**config.mk**
```make
export PLATFORM = sky130hd
export DESIGN_NAME = div_reconstruct_mul_flat
export DESIGN_NICKNAME = d
export VERILOG_FILES = /design/src/rtl/div_reconstruct_mul_if.sv /design/src/rtl/div_reconstruct_mul.sv /design/src/flat_wrapper.sv
export SDC_FILE = /design/constraint.sdc
export NUM_CORES = 1
export LEC_CHECK = 0
export ABC_AREA = 1
export BUFFER_PORTS_ARGS = -buffer_cell sky130_fd_sc_hd__buf_4
export CORE_UTILIZATION = 60
export CTS_CLUSTER_SIZE = 40
export DETAILED_ROUTE_END_ITERATION = 10
export PLACE_DENSITY_LB_ADDON = 0.08
export SLEW_MARGIN = 20
export SYNTH_ARGS = -nofsm -noshare
export SYNTH_HDL_FRONTEND = slang
export SYNTH_SLANG_ARGS = --single-unit
```
**constraint.sdc**
```tcl
create_clock -name clk -period 6.15 [get_ports clk]
set_input_delay 1.845 -clock clk [delete_from_list [all_inputs] [get_ports clk]]
set_output_delay 1.845 -clock clk [all_outputs]
set_load 0.02 [all_outputs]
```
**src/rtl/div_reconstruct_mul_if.sv**
```systemverilog
// Start/done bundle for the reconstructing multiply-accumulate unit.
// The master drives operands and start; the slave returns status and result.
interface div_reconstruct_mul_if #(
   parameter int WIDTH = 32
);
   logic             start;
   logic [WIDTH-1:0] Q;
   logic [WIDTH-1:0] B;
   logic [WIDTH-1:0] R;
   logic             busy;
   logic             done;
   logic [WIDTH-1:0] result;
   logic             overflow;

   modport master (
      output start, Q, B, R,
      input  busy, done, result, overflow
   );

   modport slave (
      input  start, Q, B, R,
      output busy, done, result, overflow
   );
endinterface

```
**src/rtl/div_reconstruct_mul.sv**
```systemverilog
// Sequential shift-add unit computing Q*B+R, the inverse of the divider.
// Fixed WIDTH-cycle latency; result/overflow held until the next accepted start.
module div_reconstruct_mul #(
   parameter int WIDTH = 32
) (
   input  logic clk,
   input  logic rst,
   div_reconstruct_mul_if.slave bus
);
   localparam int CW = $clog2(WIDTH) + 1;
   localparam logic [CW-1:0] LAST = CW'(WIDTH - 1);

   typedef enum logic [1:0] {
      S_IDLE,
      S_RUN,
      S_DONE
   } state_t;

   state_t             state, state_n;
   logic [2*WIDTH-1:0] acc, acc_n;
   logic [2*WIDTH-1:0] mcand, mcand_n;
   logic [WIDTH-1:0]   mplier, mplier_n;
   logic [CW-1:0]      cnt, cnt_n;
   logic [WIDTH-1:0]   res_q, res_n;
   logic               ovf_q, ovf_n;
   logic [2*WIDTH-1:0] acc_step;

   always_ff @(posedge clk) begin
      if (rst) begin
         state  <= S_IDLE;
         acc    <= '0;
         mcand  <= '0;
         mplier <= '0;
         cnt    <= '0;
         res_q  <= '0;
         ovf_q  <= 1'b0;
      end else begin
         state  <= state_n;
         acc    <= acc_n;
         mcand  <= mcand_n;
         mplier <= mplier_n;
         cnt    <= cnt_n;
         res_q  <= res_n;
         ovf_q  <= ovf_n;
      end
   end

   // Upper half is zero-extended, so the 2W-bit sum can never carry out.
   assign acc_step = mplier[0] ? (acc + mcand) : acc;

   always_comb begin
      state_n  = state;
      acc_n    = acc;
      mcand_n  = mcand;
      mplier_n = mplier;
      cnt_n    = cnt;
      res_n    = res_q;
      ovf_n    = ovf_q;
      unique case (state)
         S_IDLE, S_DONE: begin
            state_n = S_IDLE;
            if (bus.start) begin
               acc_n    = {{WIDTH{1'b0}}, bus.R};
               mcand_n  = {{WIDTH{1'b0}}, bus.B};
               mplier_n = bus.Q;
               cnt_n    = '0;
               state_n  = S_RUN;
            end
         end
         S_RUN: begin
            acc_n    = acc_step;
            mcand_n  = mcand << 1;
            mplier_n = mplier >> 1;
            cnt_n    = cnt + CW'(1);
            if (cnt == LAST) begin
               state_n = S_DONE;
               res_n   = acc_step[WIDTH-1:0];
               ovf_n   = |acc_step[2*WIDTH-1:WIDTH];
            end
         end
         default: state_n = S_IDLE;
      endcase
   end

   assign bus.busy     = (state == S_RUN);
   assign bus.done     = (state == S_DONE);
   assign bus.result   = res_q;
   assign bus.overflow = ovf_q;
endmodule

```
**src/flat_wrapper.sv**
```systemverilog
// flat-port wrapper written by rule: the top's interface ports become plain ports
module div_reconstruct_mul_flat 
#(
   parameter int WIDTH = 32
)
  (clk, rst, bus_start, bus_Q, bus_B, bus_R, bus_busy, bus_done, bus_result, bus_overflow);
  div_reconstruct_mul_if #(.WIDTH(WIDTH)) bus_i ();
  input  logic clk;
  input  logic rst;
  input wire logic [$bits(bus_i.start)-1:0] bus_start;
  input wire logic [$bits(bus_i.Q)-1:0] bus_Q;
  input wire logic [$bits(bus_i.B)-1:0] bus_B;
  input wire logic [$bits(bus_i.R)-1:0] bus_R;
  output wire logic [$bits(bus_i.busy)-1:0] bus_busy;
  output wire logic [$bits(bus_i.done)-1:0] bus_done;
  output wire logic [$bits(bus_i.result)-1:0] bus_result;
  output wire logic [$bits(bus_i.overflow)-1:0] bus_overflow;
  assign bus_i.start = bus_start;
  assign bus_i.Q = bus_Q;
  assign bus_i.B = bus_B;
  assign bus_i.R = bus_R;
  assign bus_busy = bus_i.busy;
  assign bus_done = bus_i.done;
  assign bus_result = bus_i.result;
  assign bus_overflow = bus_i.overflow;
  div_reconstruct_mul #(.WIDTH(WIDTH)) u_core (.clk(clk), .rst(rst), .bus(bus_i));
endmodule
```
==> results.sh, run 1 <==
export IMPL_fin_crit_ns=3.673
export IMPL_routed_wl_um=46250
export IMPL_ys_types=40
export IMPL_dr_total_vias=15802
export IMPL_slew_headroom_pct=24.89
export IMPL_fin_util_pct=69.42
export IMPL_synth_top_family_by_area="simple AND/OR/NAND/NOR gates"
export IMPL_setup_violations=0
export IMPL_p_clk_share_pct=40.9
export IMPL_synth_ff_type="dfxtp_1"
export IMPL_reg2reg_depth=9
export IMPL_grt_overflow_total=0
export IMPL_rsz0062_at_grt="false"
export IMPL_cts_root_buf="clkbuf_16"
export IMPL_cts_tree="yes"
export IMPL_synth_seq_cells=201
export IMPL_fin_ws_ns=2.477
export IMPL_reg2reg_to="u_core.bus.result[26]$_SDFFE_PP0P_"
export IMPL_grt_total_usage_pct=37.37
export IMPL_endpoint="bus_busy"
export IMPL_seqCellArea_sq_um=4028
export IMPL_grt_pass1_wl_um=72400
export IMPL_preCtsSetupSlack_ns=2.324
export IMPL_clkTransAtPathRegs_ns=0.06
export IMPL_status="complete, no violations"
export IMPL_grt_pass1_vias=14263
export IMPL_finalCritPeriodShare_pct=59.73
export IMPL_area_growth_pct=13.01
export IMPL_final_setup_tns_ns=0
export IMPL_synth_adder_area_share_pct=5.659
export IMPL_synthSimpleGateAreaFrac_pct=41.68
export IMPL_drive_gt1_share_pct=13.30
export IMPL_ant_nets=0
export IMPL_cts_hold_buf=0
export IMPL_yosys_area_share_xor_xnor_pct=1.811
export IMPL_fin_area_sq_um=16390
export IMPL_p_sw_share_pct=28.95
export IMPL_yosys_top_cells_count="nand2_1, inv_1, dfxtp_1"
export IMPL_start_util_pct=61.43
export IMPL_pwr_share_seq_pct=42.6
export IMPL_min_path_type="reg -> reg"
export IMPL_grt_start_max_net_pins=141
export IMPL_drt_drc_violations_left=0
export IMPL_crit_path_start="u_core.state[0]$_SDFFE_PP0P_"
export IMPL_pwr_share_comb_pct=16.4
export IMPL_die_area_sq_um=24800
export IMPL_clk_latency_ns=0.54
export IMPL_antenna_found_initial=0
export IMPL_synth_compound_area_share_pct=11.45
export IMPL_synth_area_leaders="dfxtp_1, nand2_1, inv_1"
export IMPL_synth_warnings=0
export IMPL_synth_avg_cell_area_sq_um=5.911
export IMPL_cts_max_level=1
export IMPL_syn_area_sq_um=14510
export IMPL_nFillCells=2139
export IMPL_reg2reg_slack_ns=2.52
export IMPL_nNetsFinal=2697
export IMPL_synth_cells=2454
export IMPL_route_met2_wl_um=19810
export IMPL_critPathKind="reg -> out"
export IMPL_drt_iter0_markers=1746
export IMPL_seq_area_frac_synth_pct=27.74
export IMPL_cts_buffers=22
export IMPL_wl_met3_um=4397
export IMPL_postCtsSetupBuffers=0
export IMPL_cp_max_fo=140
export IMPL_power_mw=3.296
export IMPL_async_reset_ff_share_pct=0
export IMPL_finClkSkew_ns=0.02306
export IMPL_final_hold_viol_count=0
export IMPL_synth_most_common_cell="nand2_1"
export IMPL_powerDensity_nw_per_um2=201.1
export IMPL_hpwl_um=35010
export IMPL_diodes=0
export IMPL_cp_start_kind="flip-flop"
export IMPL_post_dp_cell_area_sq_um=15650
export IMPL_clock_path_buffers=3
export IMPL_p_sw_mw=0.9543
export IMPL_dr_pass1_iters=6
export IMPL_worstMarginPinSlew_ns=1.125
export IMPL_synth_mux_area_share_pct=0
export IMPL_rows=56
export IMPL_synth_top_area_cell="dfxtp_1"
export IMPL_drt_met1_wl_um=20460
export IMPL_post_drt_via_cell_ratio=5.510
export IMPL_clock_sinks=201
export IMPL_fmax_mhz=272.2
export IMPL_cell_internal_pwr_mw=2.342
export IMPL_critPathCaptureType="output port"
export IMPL_worst_ep_arrival_time_ns=1.83
export IMPL_synth_top_area_share_pct=27.74
export IMPL_required_ns=4.30
export IMPL_cap_violations=0
export IMPL_ioPinCount=134
export IMPL_synthesis_nets=2618
export IMPL_power_leakage_nw=7.854
export IMPL_die_w_um=157.5
export IMPL_irDropWorstVdd_mv=0.2461
export IMPL_worstReg2RegStart="u_core.state[0]$_SDFFE_PP0P_"
export IMPL_cts_resized=0
export IMPL_routabilityCongestion=1.045
export IMPL_wl_per_cell_um=16.13
export IMPL_multiInputGateArea_sq_um=8797
export IMPL_slew_viol_final=0
export IMPL_synth_edf_count=0
export IMPL_core_sq_um=23610
export IMPL_port_buffers=133
export IMPL_top_layer="met4"
export IMPL_fp_dieH_um=157.5
==> cell type report <==
| class | instances | area share, % |
|---|---|---|
| clock buffer | 30 | 3.725 |
| clock inverter | 10 | 0.8091 |
| inverter | 364 | 8.350 |
| multi-input combinational | 1805 | 53.67 |
| sequential | 201 | 24.57 |
| tap | 319 | 2.435 |
| timing repair buffer | 139 | 6.442 |
==> metrics by stage <==
step | hold slack, ns | std cells
floorplan | 0.4410 | 2454
global placement | 0.4535 | 2828
detailed placement | 0.4592 | 2828
CTS | 0.4683 | 2868
global route | 0.4922 | 2868
finish | 0.4627 | 2868
==> routing by layer <==
metal,vias to the layer above,track usage (%)
li1,7810,-
met1,7190,51.34
met2,713,58.39
met3,89,6.608
met4,0,13.22
met5,-,0
==> cell usage in the layout (no fill, tap or decap), drive strengths merged, types with 2 or more instances in the layout <==
cell,count
buf,139
clkinv,8
bufinv,2
nor3,14
a21oi,121
o21bai,3
o21ai,78
a22oi,3
xnor2,29
ha,64
and3,3
nand2,1059
nor2,122
nor4,3
inv,364
nand3,144
clkbuf,30
nand4,9
a31oi,93
nand3b,2
dfxtp,201
or2,52
==> power groups by stage <==
stage                     clock [mW]  sequential, mW  combinational, mW
final                           1.35            1.41              0.541
after global routing            1.41            1.41              0.595
after CTS                       1.36            1.40              0.534
after detailed placement           0            1.43              0.531
after global placement             0            1.43              0.516
after floorplan                    0            1.41              0.376
==> worst max-delay path, stage by stage, from the launching register on <==
cell     delay [ns]
dfxtp_1        0.33
inv_1          0.07
nor2_4         0.10
buf_12         0.49
buf_4          0.25
==> worst min-delay path by stage <==
stage	start	endpoint	slack [ns]	cells after the start
2_1_floorplan	u_core.mplier[31]$_SDFFE_PP0P_	u_core.mplier[31]$_SDFFE_PP0P_	0.44	2
3_3_place_gp	u_core.mplier[31]$_SDFFE_PP0P_	u_core.mplier[31]$_SDFFE_PP0P_	0.45	2
3_5_place_dp	u_core.mplier[31]$_SDFFE_PP0P_	u_core.mplier[31]$_SDFFE_PP0P_	0.46	2
4_1_cts	u_core.mplier[31]$_SDFFE_PP0P_	u_core.mplier[31]$_SDFFE_PP0P_	0.47	2
5_1_grt	u_core.mplier[8]$_SDFFE_PP0P_	u_core.mplier[8]$_SDFFE_PP0P_	0.49	2
6_report	u_core.mplier[31]$_SDFFE_PP0P_	u_core.mplier[31]$_SDFFE_PP0P_	0.46	2
==> state kept, by name, summed over array words and instances (netlist names) <==
name                 count
u_core.acc              64
u_core.bus.overflow      1
u_core.bus.result       32
u_core.cnt               6
u_core.mcand            64
u_core.mplier           32
u_core.state             2
==> cells by family (layout without fill, tap and decap cells) <==
group,count (synthesis),count (layout)
simple gates,1409,1409
compound gates,301,301
fa+ha+maj,65,65
xor+xnor,30,30
buf+inv,448,543
flops,201,201
Note: power is estimated with default switching activity, not from simulation.
==> run 2, diff against run 1 <==
- CORE_UTILIZATION: 60 -> 55
- clock period: 6.15 -> 3.35 ns (I/O delays scaled with it)
==> run 2 against run 1 <==
  * Utilization down 5.8 points
  * First-iteration DRC count down 22%
  * Cell count up 0.70%
  * Total power up 89%
  * Critical endpoint is now u_core.bus.overflow$_SDFFE_PP0P_
  * Largest cell class unchanged
==> results.sh, run 2 (synthesis results as in run 1) <==
export IMPL_fmax_mhz=311.2
export IMPL_die_w_um=164.4
export IMPL_antenna_found_initial=0
export IMPL_finalCritPeriodShare_pct=95.92
export IMPL_min_path_type="reg -> reg"
export IMPL_ant_nets=0
export IMPL_power_mw=6.218
export IMPL_setup_violations=0
export IMPL_slew_viol_final=0
export IMPL_rsz0062_at_grt="false"
export IMPL_hpwl_um=36710
export IMPL_routed_wl_um=48530
export IMPL_status="complete, no violations"
export IMPL_path_cells="ha_1, fa_1, nand3_1, nand3_1, nand3_1, nand3_2, nand2_1, nand2_1, nand2_1, nand2_1, nand2_1, nand3_1, nand2_1, nand2_1, nor2_1, nand3_1, nor2_1, a21oi_1"
export IMPL_cp_start_kind="flip-flop"
export IMPL_dr_total_vias=15725
export IMPL_path_delay_family="simple AND/OR/NAND/NOR gates"
export IMPL_critPathCaptureType="flip-flop"
export IMPL_area_growth_pct=13.91
export IMPL_port_buffers=133
export IMPL_cts_root_buf="clkbuf_16"
export IMPL_drt_iter0_markers=1365
export IMPL_die_area_sq_um=27030
export IMPL_clock_sinks=201
export IMPL_reg2reg_slack_ns=0.14
export IMPL_clkTransAtPathRegs_ns=0.06
export IMPL_grt_start_max_net_pins=160
export IMPL_final_common_cell="nand2_1"
export IMPL_worstMarginPinSlew_ns=0.9078
export IMPL_drive_gt1_share_pct=13.40
export IMPL_slew_headroom_pct=39.42
export IMPL_grt_pass1_wl_um=75020
export IMPL_critPathKind="reg -> reg"
export IMPL_cts_buffers=24
export IMPL_nFillCells=2507
export IMPL_grt_pass1_vias=14101
export IMPL_dr_pass1_iters=5
export IMPL_largest_registers="u_core.acc x64, u_core.mcand x64"
export IMPL_clock_path_buffers=3
export IMPL_required_ns=3.75
export IMPL_nNetsFinal=2704
export IMPL_grt_total_usage_pct=35.69
export IMPL_clk_latency_ns=0.53
export IMPL_start_util_pct=55.82
export IMPL_finClkSkew_ns=0.008359
export IMPL_seqCellArea_sq_um=4028
export IMPL_wl_per_cell_um=16.80
export IMPL_post_dp_cell_area_sq_um=15760
export IMPL_rows=59
export IMPL_final_hold_viol_count=0
export IMPL_postCtsSetupBuffers=0
export IMPL_layout_common_cells="nand2_1, inv_1, dfxtp_1, buf_4, nand3_1"
export IMPL_fin_crit_ns=3.213
export IMPL_drt_drc_violations_left=0
export IMPL_crit_slowest_cell="fa_1"
export IMPL_powerDensity_nw_per_um2=376.3
export IMPL_fp_dieH_um=164.4
export IMPL_cp_max_fo=3
export IMPL_final_setup_tns_ns=0
export IMPL_post_drt_via_cell_ratio=5.445
export IMPL_grt_overflow_total=0
export IMPL_multiInputGateArea_sq_um=8797
export IMPL_cts_tree="yes"
export IMPL_timing_hold_ws_ns=0.4725
export IMPL_irDropWorstVdd_mv=0.4555
export IMPL_power_leakage_nw=7.900
export IMPL_cts_max_level=1
export IMPL_cts_hold_buf=0
export IMPL_fin_area_sq_um=16520
export IMPL_crit_top_cell="nand2_1"
export IMPL_diodes=0
export IMPL_ioPinCount=134
export IMPL_cts_resized=0
export IMPL_routabilityCongestion=0.9829
export IMPL_cp_num_buf_inv=0
export IMPL_critPathMaxStageDelay_ns=0.41
export IMPL_core_sq_um=25980
export IMPL_cap_violations=0
export IMPL_worst_ep_arrival_time_ns=3.62
==> run 2: cell count changes in the layout (fill, tap and decap cells not counted), sizes merged <==
cell	delta
clkinv	-6
clkinvlp	+1
clkbuf	+4
buf	+5
==> run 2: power by group <==
part	leakage, nW	internal [mW]	switching, mW
Clock	0.371	1.55	1.07
Combinational	5.89	0.375	0.636
Sequential	1.64	2.49	0.0964
Total	7.90	4.42	1.80
==> run 2: final cells by class <==
type / instances / area share (%)
clock inverters: 5 / 0.5376
flip-flops and latches: 201 / 24.38
multi-input cells: 1805 / 53.24
inverters: 364 / 8.284
clock buffers: 34 / 4.104
well taps: 335 / 2.537
repair buffers: 144 / 6.921
==> run 2: metrics by stage <==
| stage | setup slack (ns) | utilization (%) | cells |
|---|---|---|---|
| 6_report | 0.1366 | 63.59 | 2888 |
| 5_1_grt | 0.03876 | 63.59 | 2888 |
| 4_1_cts | 0.2590 | 63.59 | 2888 |
| 3_5_place_dp | 0.2530 | 60.64 | 2849 |
| 3_3_place_gp | 0.2811 | 60.64 | 2849 |
| 2_1_floorplan | 1.126 | - | 2454 |
==> run 2: routing by layer <==
layer  part of all wire [%]  global-route usage (%)  wire length (um)
met1                     47                   51.50             22580
met2                     43                   55.93             20820
met3                    8.4                   4.897              4055
met4                    2.0                   7.590               958
met5                   0.23                   3.220               110
==> run 2: final timing paths <==
kind / from / to / cells past startpoint
worst min register to register: u_core.cnt[5]$_SDFFE_PP0P_ / u_core.cnt[5]$_SDFFE_PP0P_ / 2
worst min-delay path: u_core.cnt[5]$_SDFFE_PP0P_ / u_core.cnt[5]$_SDFFE_PP0P_ / 2
worst max register to register: u_core.mcand[0]$_SDFFE_PP0P_ / u_core.bus.overflow$_SDFFE_PP0P_ / 18
worst max-delay path: u_core.mcand[0]$_SDFFE_PP0P_ / u_core.bus.overflow$_SDFFE_PP0P_ / 18
==> run 2: tightest hold or removal path, cell delays in order, from the launching register on <==
cell and delay, ns:
dfxtp_1 0.31, nand2_1 0.06, a21oi_1 0.06
==> run 3, diff against run 2 <==
==> constraint.sdc (replaced) <==
create_clock -name clk -period 3.35 [get_ports clk]
set_input_delay 0 -clock clk [delete_from_list [all_inputs] [get_ports clk]]
set_output_delay 0 -clock clk [all_outputs]
set_load 0.02 [all_outputs]
==> run 3 against run 2 <==
  * Critical path type unchanged
  * Via count up 4.8%
  * Global-route usage up 2.2 points
  * Largest cell class unchanged
  * Non-clock buffer count up 98
  * First-iteration DRC count up 35%
  * Wire length up 6.6%
  * Combinational power up 11%
  * Utilization up 3.7 points
  * Critical path depth unchanged
  * Die area unchanged
==> results.sh, run 3 (synthesis results as in run 1) <==
export IMPL_min_path_type="in -> reg"
export IMPL_post_drt_via_cell_ratio=5.516
export IMPL_worstMarginPinSlew_ns=1.033
export IMPL_cap_violations=0
export IMPL_cts_root_buf="clkbuf_16"
export IMPL_nNetsFinal=2801
export IMPL_post_dp_cell_area_sq_um=15750
export IMPL_worstReg2RegStart="u_core.mcand[0]$_SDFFE_PP0P_"
export IMPL_final_common_cell="nand2_1"
export IMPL_finClkSkew_ns=0.01735
export IMPL_irDropWorstVdd_mv=0.4903
export IMPL_cts_buffers=23
export IMPL_clock_sinks=201
export IMPL_cp_max_fo=3
export IMPL_die_area_sq_um=27030
export IMPL_pwr_share_seq_pct=41.2
export IMPL_fp_dieH_um=164.4
export IMPL_drt_drc_violations_left=0
export IMPL_wl_per_cell_um=17.31
export IMPL_clkTransAtPathRegs_ns=0.06
export IMPL_core_sq_um=25980
export IMPL_p_sw_share_pct=29.83
export IMPL_routed_wl_um=51710
export IMPL_grt_pass1_vias=14959
export IMPL_rows=59
export IMPL_cp_start_kind="flip-flop"
export IMPL_p_clk_share_pct=41.1
export IMPL_ioPinCount=134
export IMPL_grt_start_max_net_pins=98
export IMPL_crit_path_start="u_core.mcand[0]$_SDFFE_PP0P_"
export IMPL_slew_viol_final=0
export IMPL_dr_pass1_iters=6
export IMPL_drt_iter0_markers=1845
export IMPL_required_ns=3.77
export IMPL_hold_start="rst"
export IMPL_final_hold_viol_count=0
export IMPL_antenna_found_initial=1
export IMPL_cts_max_level=1
export IMPL_setup_violations=0
export IMPL_cts_tree="yes"
export IMPL_pwr_share_comb_pct=17.8
export IMPL_finalCritPeriodShare_pct=94.44
export IMPL_start_util_pct=55.82
export IMPL_final_setup_tns_ns=0
export IMPL_hpwl_um=37620
export IMPL_postCtsSetupBuffers=0
export IMPL_powerDensity_nw_per_um2=359.9
export IMPL_ant_nets=0
export IMPL_grt_total_usage_pct=37.93
export IMPL_largest_registers="u_core.acc x64, u_core.mcand x64"
export IMPL_power_mw=6.289
export IMPL_drive_gt1_share_pct=13.05
export IMPL_fin_util_pct=67.24
export IMPL_p_sw_mw=1.876
export IMPL_dr_total_vias=16477
export IMPL_critPathCaptureType="flip-flop"
export IMPL_diodes=0
export IMPL_grt_pass1_wl_um=79520
export IMPL_clk_latency_ns=0.55
export IMPL_cell_internal_pwr_mw=4.413
export IMPL_fin_area_sq_um=17470
export IMPL_fmax_mhz=316.1
export IMPL_status="complete, no violations"
export IMPL_routabilityCongestion=1.043
export IMPL_fin_crit_ns=3.164
export IMPL_layout_common_cells="nand2_1, inv_1, dfxtp_1, buf_4, nand3_1"
export IMPL_clock_path_buffers=3
export IMPL_port_buffers=133
export IMPL_slew_headroom_pct=31.13
export IMPL_power_leakage_nw=8.303
export IMPL_grt_overflow_total=0
export IMPL_worst_ep_arrival_time_ns=3.58
export IMPL_die_w_um=164.4
export IMPL_critPathKind="reg -> reg"
export IMPL_rsz0062_at_grt="false"
export IMPL_area_growth_pct=20.46
[run 3: cell count changes in the layout (fill, tap and decap cells not counted), sizes merged]
cell,delta
clkinv,+3
dlygate4sd3,+97
inv,+2
clkinvlp,+1
buf,+1
clkbuf,-5
[run 3: power by group through the flow]
stage                     logic (mW)  clock network, mW  registers [mW]
after floorplan                0.690                  0            2.60
after global placement         0.979                  0            2.63
after detailed placement       0.992                  0            2.63
after CTS                       1.09               2.59            2.58
after global routing            1.21               2.68            2.60
final                           1.12               2.58            2.59
[run 3: final cells by class]
cell class	count	area, sq um
clock inverter	11	132.6
inverter	364	1369
tap	335	419.2
fill	2305	8512
clock buffer	29	618.1
multi-input combinational	1805	8797
timing repair buffer	242	2110
sequential	201	4028
[run 3: path summary, 6_finish.rpt]
kind	end	cells after the start	slack (ns)
setup reg to reg	u_core.bus.overflow$_SDFFE_PP0P_	18	0.19
hold reg to reg	u_core.cnt[5]$_SDFFE_PP0P_	2	0.47
hold / removal	u_core.state[0]$_SDFFE_PP0P_	2	0.03
setup / recovery	u_core.bus.overflow$_SDFFE_PP0P_	18	0.19
[run 3: critical path, cell delays in order (launching register included)]
cell	delay (ns)
dfxtp_1	0.33
ha_1	0.23
fa_1	0.42
nand3_1	0.10
nand3_1	0.17
nand3_1	0.14
nand3_2	0.13
nand2_1	0.10
nand2_1	0.24
nand2_1	0.17
nand2_1	0.06
nand2_1	0.05
nand3_1	0.08
nand2_1	0.10
nand2_1	0.05
nor2_1	0.30
nand3_1	0.15
nor2_1	0.15
a21oi_1	0.08
[run 3: repair_timing]
item | in CTS | in global routing
hold endpoints to repair | 99 | 0
resized for setup | 0 | 0
hold buffers | 97 | 0
[run 3: metrics by stage]
step	hold slack, ns	worst slack [ns]	instances
floorplan	0.07578	1.137	2454
global placement	0.2652	0.3586	2850
detailed placement	0.2732	0.2704	2850
CTS	0.03115	0.2364	2987
global route	0.05694	0.05492	2987
finish	0.03366	0.1862	2987
[run 3: per-layer routing]
layer | global-route usage, % | wire (um) | vias up
li1 | - | - | 8027
met1 | 53.01 | 22830 | 7582
met2 | 60.11 | 22460 | 777
met3 | 6.128 | 5032 | 91
met4 | 10.47 | 1385 | 0
met5 | 0 | 0 | -
